--- src/rtl/muldiv_unit.sv ---
// muldiv_unit: iterative multiply/divide, one iteration per cycle.
// Multiply uses shift-add on operand magnitudes. Divide uses restoring division on
// operand magnitudes. Signs are applied when the result is loaded into hi/lo.
module muldiv_unit #(
  parameter int WIDTH = 32
) (
  input  logic             clk,
  input  logic             rst_n,
  input  logic             start,
  input  logic [1:0]       op,
  input  logic [WIDTH-1:0] a,
  input  logic [WIDTH-1:0] b,
  output logic             busy,
  output logic             done,
  output logic [WIDTH-1:0] hi,
  output logic [WIDTH-1:0] lo
);

  localparam int CW = $clog2(WIDTH + 1);

  typedef enum logic [1:0] {IDLE = 2'd0, CALC = 2'd1, DONE = 2'd2} state_t;

  // Per-operation control captured at acceptance.
  typedef struct packed {
    logic is_div;
    logic neg_q;   // negate product / quotient
    logic neg_r;   // negate remainder (sign of dividend)
    logic b_zero;  // divide by zero: quotient forced to all ones
  } ctl_t;

  state_t           state, state_nxt;
  ctl_t             ctl;
  logic [CW-1:0]    cnt;
  logic [WIDTH:0]   acc, acc_nxt;       // upper product half / partial remainder
  logic [WIDTH-1:0] mq, mq_nxt;         // multiplier / dividend-then-quotient
  logic [WIDTH-1:0] bmag;               // multiplicand / divisor magnitude
  logic             accept, last;
  logic             a_neg, b_neg;
  logic [WIDTH-1:0] a_mag, b_mag;
  logic [WIDTH:0]   sum, shl, diff;
  logic             ge;
  logic [2*WIDTH-1:0] prod, prod_s;
  logic [WIDTH-1:0] q_fin, r_fin, hi_fin, lo_fin;

  assign accept = (state == IDLE) && start;
  assign last   = (cnt == CW'(WIDTH));

  // Signed ops work on magnitudes; a most-negative input's magnitude fits WIDTH bits unsigned.
  assign a_neg = op[0] & a[WIDTH-1];
  assign b_neg = op[0] & b[WIDTH-1];
  assign a_mag = a_neg ? -a : a;
  assign b_mag = b_neg ? -b : b;

  // State register.
  always_ff @(posedge clk or negedge rst_n) begin
    if (!rst_n) state <= IDLE;
    else        state <= state_nxt;
  end

  // Next-state and status outputs.
  always_comb begin
    state_nxt = state;
    busy      = 1'b1;
    done      = 1'b0;
    case (state)
      IDLE: begin
        busy = 1'b0;
        if (start) state_nxt = CALC;
      end
      CALC: if (last) state_nxt = DONE;
      DONE: begin
        done      = 1'b1;
        state_nxt = IDLE;
      end
      default: state_nxt = IDLE;
    endcase
  end

  // One multiply or divide iteration.
  always_comb begin
    sum     = '0;
    shl     = '0;
    diff    = '0;
    ge      = 1'b0;
    acc_nxt = acc;
    mq_nxt  = mq;
    if (ctl.is_div) begin
      shl     = {acc[WIDTH-1:0], mq[WIDTH-1]};
      diff    = shl - {1'b0, bmag};
      ge      = ~diff[WIDTH];
      acc_nxt = ge ? diff : shl;
      mq_nxt  = {mq[WIDTH-2:0], ge};
    end else begin
      sum     = acc + (mq[0] ? {1'b0, bmag} : {(WIDTH+1){1'b0}});
      acc_nxt = {1'b0, sum[WIDTH:1]};
      mq_nxt  = {sum[0], mq[WIDTH-1:1]};
    end
  end

  // Sign fix-up and final hi/lo selection. When dividing by zero, every
  // trial subtract succeeds, so the remainder register ends up holding the
  // dividend magnitude. Re-signing it gives back a, as required.
  always_comb begin
    prod   = {acc[WIDTH-1:0], mq};
    prod_s = ctl.neg_q ? -prod : prod;
    q_fin  = ctl.b_zero ? {WIDTH{1'b1}} : (ctl.neg_q ? -mq : mq);
    r_fin  = ctl.neg_r ? -acc[WIDTH-1:0] : acc[WIDTH-1:0];
    hi_fin = ctl.is_div ? r_fin : prod_s[2*WIDTH-1:WIDTH];
    lo_fin = ctl.is_div ? q_fin : prod_s[WIDTH-1:0];
  end

  // Datapath: capture on acceptance, iterate in CALC, and load hi/lo on the last CALC cycle.
  always_ff @(posedge clk or negedge rst_n) begin
    if (!rst_n) begin
      cnt  <= '0;
      acc  <= '0;
      mq   <= '0;
      bmag <= '0;
      ctl  <= '0;
      hi   <= '0;
      lo   <= '0;
    end else if (accept) begin
      cnt        <= '0;
      acc        <= '0;
      mq         <= a_mag;
      bmag       <= b_mag;
      ctl.is_div <= op[1];
      ctl.neg_q  <= a_neg ^ b_neg;
      ctl.neg_r  <= a_neg;
      ctl.b_zero <= op[1] & (b == '0);
    end else if (state == CALC) begin
      if (last) begin
        hi <= hi_fin;
        lo <= lo_fin;
      end else begin
        acc <= acc_nxt;
        mq  <= mq_nxt;
        cnt <= cnt + 1'b1;
      end
    end
  end

endmodule

--- config.mk ---
export PLATFORM = sky130hd
export DESIGN_NAME = muldiv_unit
export DESIGN_NICKNAME = d
export VERILOG_FILES = /design/src/rtl/muldiv_unit.sv
export SDC_FILE = /design/constraint.sdc
export NUM_CORES = 1
export LEC_CHECK = 0
export ABC_AREA = 1
export CELL_PAD_IN_SITES_DETAIL_PLACEMENT = 1
export CELL_PAD_IN_SITES_GLOBAL_PLACEMENT = 2
export CORE_MARGIN = 2
export CORE_UTILIZATION = 29
export CTS_CLUSTER_SIZE = 20
export DETAILED_ROUTE_END_ITERATION = 8
export PLACE_DENSITY_LB_ADDON = 0.15
export SETUP_SLACK_MARGIN = 0.3
export SYNTH_ARGS = -nofsm -noshare
export SYNTH_HDL_FRONTEND = slang
export SYNTH_SLANG_ARGS = --single-unit
--- constraint.sdc ---
create_clock -name clk -period 2.73 [get_ports clk]
set_input_delay 0.273 -clock clk [delete_from_list [all_inputs] [get_ports clk]]
set_output_delay 0.273 -clock clk [all_outputs]
set_load 0.02 [all_outputs]
* After elaboration in Yosys (flattened, before gate mapping) *
Index checks and enable logic that the tools add are counted.
Widths: inputs -> output; s select.

storage, ports and cells
  output and inout bits = 66
  memory bits (writable) = 0
  bits in read-only memories = 0
  logic and storage cells = 64
  memories = 0
  bits in latches = 0
  input bits = 69
  register bits after elaboration = 173

cells by class
  shift operators = 0
  div/mod/pow operators = 0
  equal/unequal tests = 6
  multipliers = 0
  bitwise gates (word level) = 6
  reductions and logical operators = 7
  order comparisons = 0
  muxes and demuxes = 26
  add/subtract/negate cells = 8

operators by type and width
  cell                 number
  $mux 32              12
  $mux 33              5
  $neg 32->32          4
  $mux 64              1
  $neg 64->64          1
  $add 33x32->33       1
  $sub 33x32->33       1
  $logic_not 32->1     1
  $mux 6               3
  $add 6x1->6 const B  1
  $eq 6x6->1 const B   1
  $ne 2x2->1 const B   3
  $mux 2               2
  $pmux 2 s2           1
  $reduce_and 2->1     2
  $and 1x1->1          3
  $reduce_and 3->1     1
  $eq 2x1->1 const B   1
  $eq 2x2->1 const B   1
  $logic_not 2->1      1
  $mux 1               2
  $not 1->1            2
  $reduce_bool 2->1    1
  $logic_and 1x1->1    1
  $xor 1x1->1          1

* Longest topological paths before layout *
Gate-level depths: netlist (run 1).

  depth in word-level cells = 6
  mapped depth = 22

* Worst setup path after synthesis (run 1) *
No wires, ideal clock.

  path kind = register to register
  start = register acc[20]
  end = register acc[1]
  required time = 2599 ps
  period minus slack after synthesis = 2967 ps
  stages on the path, launching flop included = 18
  setup slack = -237 ps
  buffers on the path = 1
  arrival time = 2836 ps
  path through = dfrtp_1 > ha_1 > nand2_1 > inv_1 > a21oi_1 > nand2_1 > a21oi_1 > nand2_1 > nand2_1 > a21oi_1 > or2_2 > ha_1 > clkinv_1 > clkbuf_1 > a21oi_1 > o21ai_0 > o2111ai_1 > o21ai_0

between the ends
  word-level cells in the longest chain between the ends = 6

RTL lines
  element                 RTL line  RTL
  from (decl)             34        logic [WIDTH:0] acc, acc_nxt;
  from (signal assigned)  136       acc <= acc_nxt;
  $sub 33x32->33          89        diff = shl - {1'b0, bmag};
  $mux 33                 91        acc_nxt = ge ? diff : shl;
  $mux 33                 87        if (ctl.is_div) begin
  $mux 33                 132       if (last) begin
  $mux 33                 131       end else if (state == CALC) begin
  $mux 33                 122       end else if (accept) begin

Every way passes these cells. The select of a mux whose other input is x is not followed.
A chain may end at the register's enable or synchronous reset.

* Worst setup path after layout (run 1) *
  start = register acc[6]
  end = register mq[0]

between the ends
  word-level cells in the longest chain between the ends = 6

RTL lines
  element               RTL line  RTL
  $sub 33x32->33        89
  $not 1->1             90        ge = ~diff[WIDTH];
  $mux 32               87
  $mux 32               132
  $mux 32               131
  $mux 32               122
  to (signal assigned)  125       mq <= a_mag;
  to (signal assigned)  137       mq <= mq_nxt;
  to (decl)             35        logic [WIDTH-1:0] mq, mq_nxt;

Every way passes these cells. The select of a mux whose other input is x is not followed.

==> flow_summary.ini, run 1 <==
[clocking]
cts.path.max_buffers = 2
clock_tree.root_cell = clkbuf_16
clk_pin_slew_worst_paths_ns = 0.09
clk-insertion-delay-late_ns = 0.51
ctsHtreeMaxLevel = 4
cts_inserted_buffers = 17
cts_tree = built
clock_sinks = 173

[detailed_routing]
routed_wl_mm = 80.43
drt-vias-per-instance = 5.012
drc_errors = 0
final_antenna_net_count = 0
routed-via-count = 20040
drt_first_iter_violations = 1291
avgRoutedWirePerCell_um = 20.11
detailedRoute.firstPassIterationCount = 5

[timing]
slew_viol_final = 0
fmaxAchievable_mhz = 358.9
worst_margin_pin_slew_ns = 0.9709
final_min_period_over_clock_period_pct = 102.1
setup_repair_after_global_routing_missed_its_margin = yes
slew_hr_pct = 35.20
fin_ws_ns = -0.05624
finalCriticalPeriod_ns = 2.786
report.final.hold_viol_count = 0
finalSetupViolations = 20
final.setup.tns_ns = -0.4716
final.setup_skew_ns = 0.02078

[yosys]
most_area_hungry_cell_type_in_the_yosys_netlist = dfrtp_1
syn-num-nets = 3026
synth-seq-cells = 173
synth_ff_type = dfrtp_1
ys_seq_area_share_pct = 25.56
synth_edf_count = 0
synth_top_area_share_pct = 25.56
ys.warnings.count = 0
synth.distinct_cells = 53
synth.area.top_cells = dfrtp_1 26%, nand2_1 21%, inv_1 10%
synthesis.area_sq_um = 16930
postSynth.asyncResetShare_pct = 100.0
netlist_instances = 2883
synth_area_per_cell_sq_um = 5.874

[floorplan]
die_w_um = 245.7
num_rows = 88
start_util_pct = 29.35
chipHeight_um = 245.7
coreArea_sq_um = 57700
design.portCount = 135
floorplan.die_area_sq_um = 60350

[power_and_ir_drop]
vdd_ir_drop_max_mv = 0.5380
report.power.total_uw = 35200
power_per_cell_area_nw_per_um2 = 1553
power_leakage_uw = 0.01158

[placement]
placedInstanceArea_sq_um = 20960
inst_count_dp = 3922
dp.final_hpwl_mm = 66.14
port_buffers = 134
place_congestion = 0.9109
dpl_worst_slack_ns = -0.2330

[setup_path]
crit_path_start_kind = flip-flop
crit_chain = ha_4, nand2_1, nand2_1, nand2_1, nand2_2, a21oi_2, nand2_4, nand2_4, nand2_2, nand2_2, a21oi_2, or2_4, buf_4, buf_4, ha_4, nand2_2, o21ai_1, nor3_1, a221oi_1
critPathMaxStageDelay_ns = 0.45
cp.arrival_ns = 3.19
timing.rr.start = acc[6]
worstSetupPathType = reg2reg
timing.critical_path.from = acc[6]
required_ns = 3.13
timing.critical_path.mode_cell = nand2_2
worstPathMaxFanout = 3
crit_path_top_delay_cell = dfrtp_1
timing.critical_path.to_type = flip-flop

[final_layout]
final_cell_mix = 906 x nand2_1, 423 x inv_1, 255 x nand3_1
final.fill_count = 7631
finish.instance_area_sq_um = 22660
finalNonFillerCells = 3999
layout_commonest_cell = nand2_1
num_antenna_cells = 0
layout-drive-gt1-share_pct = 17.16
design.final.nets = 3364
flow.area_growth_from_synthesis_pct = 33.83

[global_route]
grt.met2_usage_pct = 41.92
met3_usage_pct = 4.027
grt_max_degree = 84
first_pass_grt_wire_length_mm = 122.7
number_of_antenna_violations_at_the_first_check_in_global_routing = 2
overflow = 0
grt_pass1_vias = 20560
global_route.usage.total_pct = 26.93
gr-usage-met1_pct = 39.00
grt-busiest-layer = met2

[hold_path]
worst_hold_path_type = in2async

[status]
run_status = finished, violations left
failed_checks = setup timing

[job]
max_cap_viol_count = 0
==> worst max-delay path, delay by kind of cell, from the launching register on <==
| kind | cells | cell delay, ns |
|---|---|---|
| flip-flops | 1 | 0.45 |
| buffers and inverters | 2 | 0.27 |
| adder cells (fa/ha/maj) | 2 | 0.52 |
| AND/OR/NAND/NOR | 11 | 0.91 |
| AO/OA/AOI/OAI | 4 | 0.53 |
==> layer usage <==
layer / vias up / part of all wire [%] / wire (um)
met1: 9761 / 50 / 40050
met2: 411 / 43 / 34910
met5: - / 0 / 0
met3: 67 / 4.9 / 3911
met4: 0 / 1.9 / 1555
li1: 9804 / - / -
==> cell usage after synthesis (7+ instances only) <==
master	n
inv_1	453
dfrtp_1	173
ha_1	72
nand2_1	955
o21ai_0	184
nand3_1	272
buf_1	10
a21oi_1	138
and2_1	7
nor2_4	8
xnor2_1	18
nand4_1	33
buf_2	18
or2_2	11
a22oi_1	11
xor2_1	48
nor2_1	262
clkbuf_1	56
nor2_2	7
o211ai_1	18
nor3_1	27
a31oi_1	17
nand3b_1	9
==> registers in the layout (all words and copies together), names as in the netlist <==
signal / flops
acc: 33
bmag: 32
cnt: 6
ctl: 4
hi: 32
lo: 32
mq: 32
state: 2
==> report_power, final <==
group | internal, uW | total [uW] | switching, uW | leakage [uW]
Clock | 1260 | 2690 | 1430 | 0.000301
Sequential | 3870 | 5230 | 1360 | 0.00209
Combinational | 10800 | 27300 | 16500 | 0.00918
==> path summary, 6_finish.rpt <==
kind	to	cells past startpoint	slack, ns
max in group asynchronous	hi[29]	3	1.54
hold / removal	lo[5]	2	0.20
min in group clk	ctl[0]	3	0.40
hold reg to reg	hi[27]	2	0.48
setup / recovery	mq[0]	19	-0.06
setup reg to reg	mq[0]	19	-0.06
==> cell type report <==
type                            count  area, sq um  share of cell area, %
Clock inverter                     15        210.2                 0.9275
Tap cell                          765        957.2                  4.223
Multi-Input combinational cell   2160        11390                  50.24
Inverter                          464         1769                  7.806
Timing Repair Buffer              405         3563                  15.72
Clock buffer                       17        425.4                  1.877
Sequential cell                   173         4353                  19.21
==> per-stage QoR <==
| stage | util [%] | hold WS, ns |
|---|---|---|
| 2_1_floorplan | - | -0.02259 |
| 3_3_place_gp | 36.33 | 0.1837 |
| 3_5_place_dp | 36.33 | 0.1835 |
| 4_1_cts | 38.23 | 0.1781 |
| 5_1_grt | 39.28 | 0.1939 |
| 6_report | 39.28 | 0.2010 |
==> logic make-up after synthesis <==
logic type                 Yosys count  share of synthesized area (%)
xor gates and xnor gates            66                          3.413
and+or+nand+nor                   1614                          39.96
DFF                                173                          25.56
buffers and inverters              550                          12.40
AOI/OAI and AO/OA                  406                          13.11
adders and majority gates           74                          5.556
==> repair_timing <==
| item | CTS | global route |
|---|---|---|
| setup buffers | 15 | 25 |
| hold buffers | 1 | 0 |
| pin swaps | 24 | 37 |
| setup endpoints to repair | 45 | 54 |
| hold endpoints to repair | 89 | 0 |
| gates cloned | 2 | 2 |
| gates resized for setup | 80 | 116 |
Note: power is estimated with default switching activity, not from simulation.
==> run 2: changes to the inputs <==
--- a/config.mk
+++ b/config.mk
@@ -12,7 +12,7 @@
 export CORE_UTILIZATION = 29
 export CTS_CLUSTER_SIZE = 20
 export DETAILED_ROUTE_END_ITERATION = 8
-export PLACE_DENSITY_LB_ADDON = 0.15
+export PLACE_DENSITY_LB_ADDON = 0.1
 export SETUP_SLACK_MARGIN = 0.3
 export SYNTH_ARGS = -nofsm -noshare
 export SYNTH_HDL_FRONTEND = slang
==> run 2 against run 1 <==
  * The run still ends with setup timing left
  * Final area is 0.48% lower
  * Worst hold slack better by 0.14 ns
  * Clock power hardly changed
  * Global-route usage is 0.83 points higher
  * Critical path depth is 1 lower
  * Sequential cell count stayed put
  * Register-to-register slack worse by 0.16 ns
  * Non-clock buffer count is 4 higher
  * Highest routed layer unchanged
  * Count of clock-buffer cells in the layout stayed put
  * Sequential share of layout area is 0.082 points higher
  * Clock skew is 0.0040 ns lower
  * Sequential power is 1% lower
==> flow_summary.ini, run 2 (synthesized netlist as in run 1, its figures left out) <==
[setup_path]
worst_path_bufs_invs = 2
crit_path_top_delay_cell = dfrtp_2
worstSetupPathType = reg2reg
timing.rr.start = acc[18]
critical-path-top-delay-family = compound AO/OA/AOI/OAI gates
timing.critical_path.to_type = flip-flop
worstPathMaxFanout = 7
crit_chain = ha_4, nand2_2, nand2_2, a21oi_2, nand2_2, a21oi_2, nand2_2, nand2_2, a21oi_2, or2_4, ha_4, inv_8, buf_12, o21ai_1, a21oi_1, a21oi_1, nand3_1, o21ai_1
worst_r2r_path_depth = 18
crit-reg2reg-capture = acc[0]
timing.critical_path.mode_cell = nand2_2
critPathMaxStageDelay_ns = 0.47
required_ns = 3.16
crit_path_start_kind = flip-flop
setup.reg_to_reg.worst_slack_ns = -0.21
cp.arrival_ns = 3.37

[floorplan]
start_util_pct = 29.35
die_w_um = 245.7
num_rows = 88
floorplan.die_area_sq_um = 60350
design.portCount = 135
chipHeight_um = 245.7
coreArea_sq_um = 57700

[placement]
port_buffers = 134
place_congestion = 0.9053
dpl_worst_slack_ns = -0.2780
dp.final_hpwl_mm = 67.64

[timing]
finalSetupViolations = 31
final_min_period_over_clock_period_pct = 107.8
slew_hr_pct = 37.56
worst_margin_pin_slew_ns = 0.9355
finalCriticalPeriod_ns = 2.942
slew_viol_final = 0
fmaxAchievable_mhz = 339.9
fin_ws_ns = -0.2123
final.setup.tns_ns = -3.948
setup_repair_after_global_routing_missed_its_margin = yes
report.final.hold_viol_count = 0
final.setup_skew_ns = 0.01674

[detailed_routing]
final_antenna_net_count = 0
detailedRoute.firstPassIterationCount = 5
drt_first_iter_violations = 1147
drc_errors = 0
avgRoutedWirePerCell_um = 20.73
routed-via-count = 20020
routed_wl_mm = 82.97
drt-vias-per-instance = 5.001

[clocking]
clk_pin_slew_worst_paths_ns = 0.09
cts.path.max_buffers = 2
cts_tree = built
clk-insertion-delay-late_ns = 0.52
clock_sinks = 173
ctsHtreeMaxLevel = 4
clock_tree.root_cell = clkbuf_16
cts_inserted_buffers = 17

[global_route]
overflow = 0
grt_pass1_vias = 20650
grt_max_degree = 84
global_route.usage.total_pct = 27.75
number_of_antenna_violations_at_the_first_check_in_global_routing = 1
first_pass_grt_wire_length_mm = 126.0

[power_and_ir_drop]
power_per_cell_area_nw_per_um2 = 1591
vdd_ir_drop_max_mv = 0.6214
switchingPower_uw = 19580
p_int_uw = 16320
comb_power_share_pct = 78.0
switching_share_pct = 54.54
share_clk_of_total_power_pct = 7.6
p_seq_share_pct = 14.4
power_leakage_uw = 0.01159

[final_layout]
final.fill_count = 7709
largest_register_ffs = 33
max_flop_register = acc
flow.area_growth_from_synthesis_pct = 33.19
design.final.nets = 3368
multiInputGateArea_sq_um = 11240
sequential_cell_area_sq_um = 4350
num_antenna_cells = 0
finish.utilization_pct = 39.09
layout_commonest_cell = nand2_1
final_cell_mix = 919 x nand2_1, 427 x inv_1, 261 x nand3_1
layout-drive-gt1-share_pct = 16.00

[job]
max_cap_viol_count = 0

[status]
failed_checks = setup timing
run_status = finished, violations left

[hold_path]
worst_hold_path_type = in2async
run 2: changes by cell type in the layout (fill, tap and decap cells not counted), sizes merged:
cell	change
inv	+5
buf	+4
clkinv	-4
clkinvlp	-1
run 2: final cells by class:
type                       instances  area share [%]
sequential                       173           19.29
multi-input combinational       2160           49.84
inverter                         464           7.816
clock buffer                      17           1.886
clock inverter                    15          0.8210
tap                              765           4.244
timing repair buffer             409           16.10
run 2: worst reg2reg max path: cells and delay by family (launching register included):
family,cells,cell delay (ns)
AOI/OAI and AO/OA,7,0.88
adders and majority gates,2,0.58
buffers and inverters,2,0.19
DFF,1,0.47
and+or+nand+nor,7,0.76
run 2: worst max path at each step:
stage               slack (ns)      end     from  depth (start not counted)
floorplan                 0.14   acc[4]   mq[31]                         20
global placement         -0.21  acc[21]  bmag[4]                         21
detailed placement       -0.28   acc[0]  bmag[0]                         20
CTS                      -0.14   acc[5]  acc[18]                         17
global route             -0.33   acc[0]  acc[18]                         18
finish                   -0.21   acc[0]  acc[18]                         18
run 2: metrics by stage:
| step | std cells | hold WS (ns) | instance area, sq um | power [uW] |
|---|---|---|---|---|
| after floorplan | 2883 | -0.02259 | 17250 | 19130 |
| after global placement | 3922 | 0.3645 | 20950 | 29310 |
| after detailed placement | 3922 | 0.3697 | 20950 | 29790 |
| after CTS | 3979 | 0.3594 | 22020 | 34280 |
| after global routing | 4003 | 0.3958 | 22560 | 38920 |
| final | 4003 | 0.3413 | 22560 | 35900 |
run 2: power groups by stage:
| stage | logic [uW] | registers, uW | clock network [uW] |
|---|---|---|---|
| 2_1_floorplan | 13700 | 5460 | 0 |
| 3_3_place_gp | 24200 | 5100 | 0 |
| 3_5_place_dp | 24600 | 5150 | 0 |
| 4_1_cts | 26300 | 5140 | 2800 |
| 5_1_grt | 30700 | 5330 | 2880 |
| 6_report | 28000 | 5160 | 2720 |
run 2: layer usage:
metal	GRT usage, %	share of wire [%]
met1	40.24	50
met5	0	0
met4	6.168	1.8
met2	43.51	44
met3	3.700	3.9
run 2: what timing repair did:
| item | in CTS | in global routing |
|---|---|---|
| setup buffers | 23 | 22 |
| hold buffers | 1 | 0 |
| gates cloned | 1 | 2 |
| setup endpoints to repair | 48 | 62 |
| resized for setup | 81 | 92 |
| pin swaps | 27 | 37 |
| hold endpoints to repair | 72 | 0 |
==> RTL change (flow settings as in run 2) <==
`WIDTH`: 32 -> 16.
--- a/src/rtl/muldiv_unit.sv
+++ b/src/rtl/muldiv_unit.sv
@@ -2,7 +2,7 @@
 // Multiply uses shift-add on operand magnitudes. Divide uses restoring division on
 // operand magnitudes. Signs are applied when the result is loaded into hi/lo.
 module muldiv_unit #(
-  parameter int WIDTH = 32
+  parameter int WIDTH = 16
 ) (
   input  logic             clk,
   input  logic             rst_n,
Interface: changed (resized a, b, hi and lo); port bits go from 135 to 71. No check against the original RTL was run, so the function may have changed too.
==> RTL change against run 2 <==
- critical path depth down 3
- synthesized cell count down 57%
- largest cell class unchanged
- first-iteration DRC count down 71%
- setup slack better by 0.40 ns
- sequential cell count down 81
- cell area down 54%
- combinational power down 59%
- die area down 52%
- area after synthesis down 52%
- routed wire length down 63%
- largest power group unchanged
- total power down 57%
- highest routed layer unchanged
- sequential share of layout area up 2.8 points
- sequential power down 49%
==> RTL change: results (changes against run 2) <==
Finish
The count of nets after finishing is 1451 (-57%). The post-layout instance count excluding filler cells came to 1749 (-56%). The number of fill cells is 3468 (-55%).

Synthesis
By area the synthesized netlist is led by dfrtp_1, nand2_1, inv_1. The per-instance average area after synthesis was 6.45 um2 (+9.9%). The proportion of synthesized chip area in sequential cells is 28.6% (+3.0 points). Ranked by instance count, the synthesized netlist is headed by nand2_1, inv_1, nand3_1, dfrtp_1, nor2_1.

Setup path
The cell depth of the worst flop-to-flop path is 15 (-3). The delay of the slowest cell on the worst path is 0.42 ns (-0.05 ns). The launching element of the worst setup path is bmag[0].

The endpoint of the most critical setup path is acc[2]. The endpoint arrival time on the critical path was 2.77 ns (-0.60 ns).

Outcome
The run finished with clean final reports.

Detailed routing
The number of design-rule violations left by the first detailed-router iteration came to 334 (-71%). The via total after detailed routing came to 8447 (-58%). The average wire length per cell after detail routing is 17.4 um (-16%).

Placed design
The placed instance count is 1697 (-57%). The number of port buffers is 70 (-48%). The final weighted congestion of routability-driven global placement is 0.808 (-11%).

GRT
The maximum number of pins on one net before global-route repair is 45 (-46%). The global-route wire length before repair is 48.0 mm (-62%). The total global-route track usage is 21.4% (-6.4 points). The initial antenna violation count is 0 (-1).

Power
The leakage power is 5.18 nW (-55%). The switching power is 8.17 mW (-58%).

Timing
The clock skew is 0.0139 ns (-0.00282 ns).

Clock tree
The clock latency of the later-clocked register in the worst-skew pair is 0.37 ns (-0.15 ns). The number of buffers created by CTS is 9 (-8). The number of sinks on the clock net was 92 (-47%). The number of levels in the clock H-tree is 3 (-1).
==> RTL change: changes by cell type in the layout (fill, tap and decap cells not counted), moves of 25 or more <==
cell,run 2,this run
a21oi_1,118,42
buf_4,249,74
clkdlybuf4s50_1,133,69
dfrtp_1,156,91
inv_1,427,173
nand2_1,919,363
nand3_1,261,116
nor2_1,253,71
o21ai_0,152,59
xor2_1,48,23
==> RTL change: worst reg2reg max path: cells and delay by family (launching register included) <==
kind | cells | cell delay (ns)
compound gates | 5 | 0.62
fa+ha+maj | 3 | 0.79
buf+inv | 2 | 0.22
flops | 1 | 0.42
simple gates | 5 | 0.36
==> RTL change: logic make-up after synthesis <==
group	Yosys count	synth area share, %
xor+xnor	30	3.26
fa+ha+maj	42	6.72
simple gates	650	35.1
flops	92	28.6
buf+inv	236	11.7
compound gates	197	14.6
==> RTL change: repair_timing <==
action                     CTS  global route
gates resized for setup     46            59
hold endpoints to repair    35             0
hold buffers                 1             0
setup buffers               15            19
gates cloned                 1             0
pin swaps                   14            25
setup endpoints to repair   17            18
==> RTL change: layout make-up <==
type | instances | area [um2] | area share, %
tap | 372 | 465 | 4.47
clock buffer | 9 | 225 | 2.16
inverter | 200 | 759 | 7.30
timing repair inverter | 1 | 7.51 | 0.0721
timing repair buffer | 149 | 1330 | 12.8
clock inverter | 7 | 91.3 | 0.878
sequential | 92 | 2300 | 22.1
multi-input combinational | 919 | 5220 | 50.2
==> RTL change: power by group through the flow <==
stage                     clock, mW  combinational (mW)  sequential [mW]
after floorplan                   0                6.18             2.76
after global placement            0                9.56             2.61
after detailed placement          0                9.66             2.63
after CTS                      1.42                10.6             2.64
after global routing           1.47                12.8             2.74
final                          1.39                11.5             2.65
==> RTL change: metal layers <==
metal	wire, um	share of wire (%)	track usage, %	vias to the layer above
met1	15500	51	31.1	4037
met4	409	1.3	5.17	0
li1	-	-	-	4272
met5	0	0	0	-
met3	935	3.1	2.11	14
met2	13600	45	33.9	124
==> RTL change: worst min path at each step <==
stage / cells after the start / slack (ns) / to
global placement: 1 / 0.30 / bmag[14]
floorplan: 0 / -0.02 / acc[0]
detailed placement: 1 / 0.30 / bmag[14]
finish: 2 / 0.43 / bmag[14]
global route: 2 / 0.48 / bmag[14]
CTS: 2 / 0.44 / bmag[14]
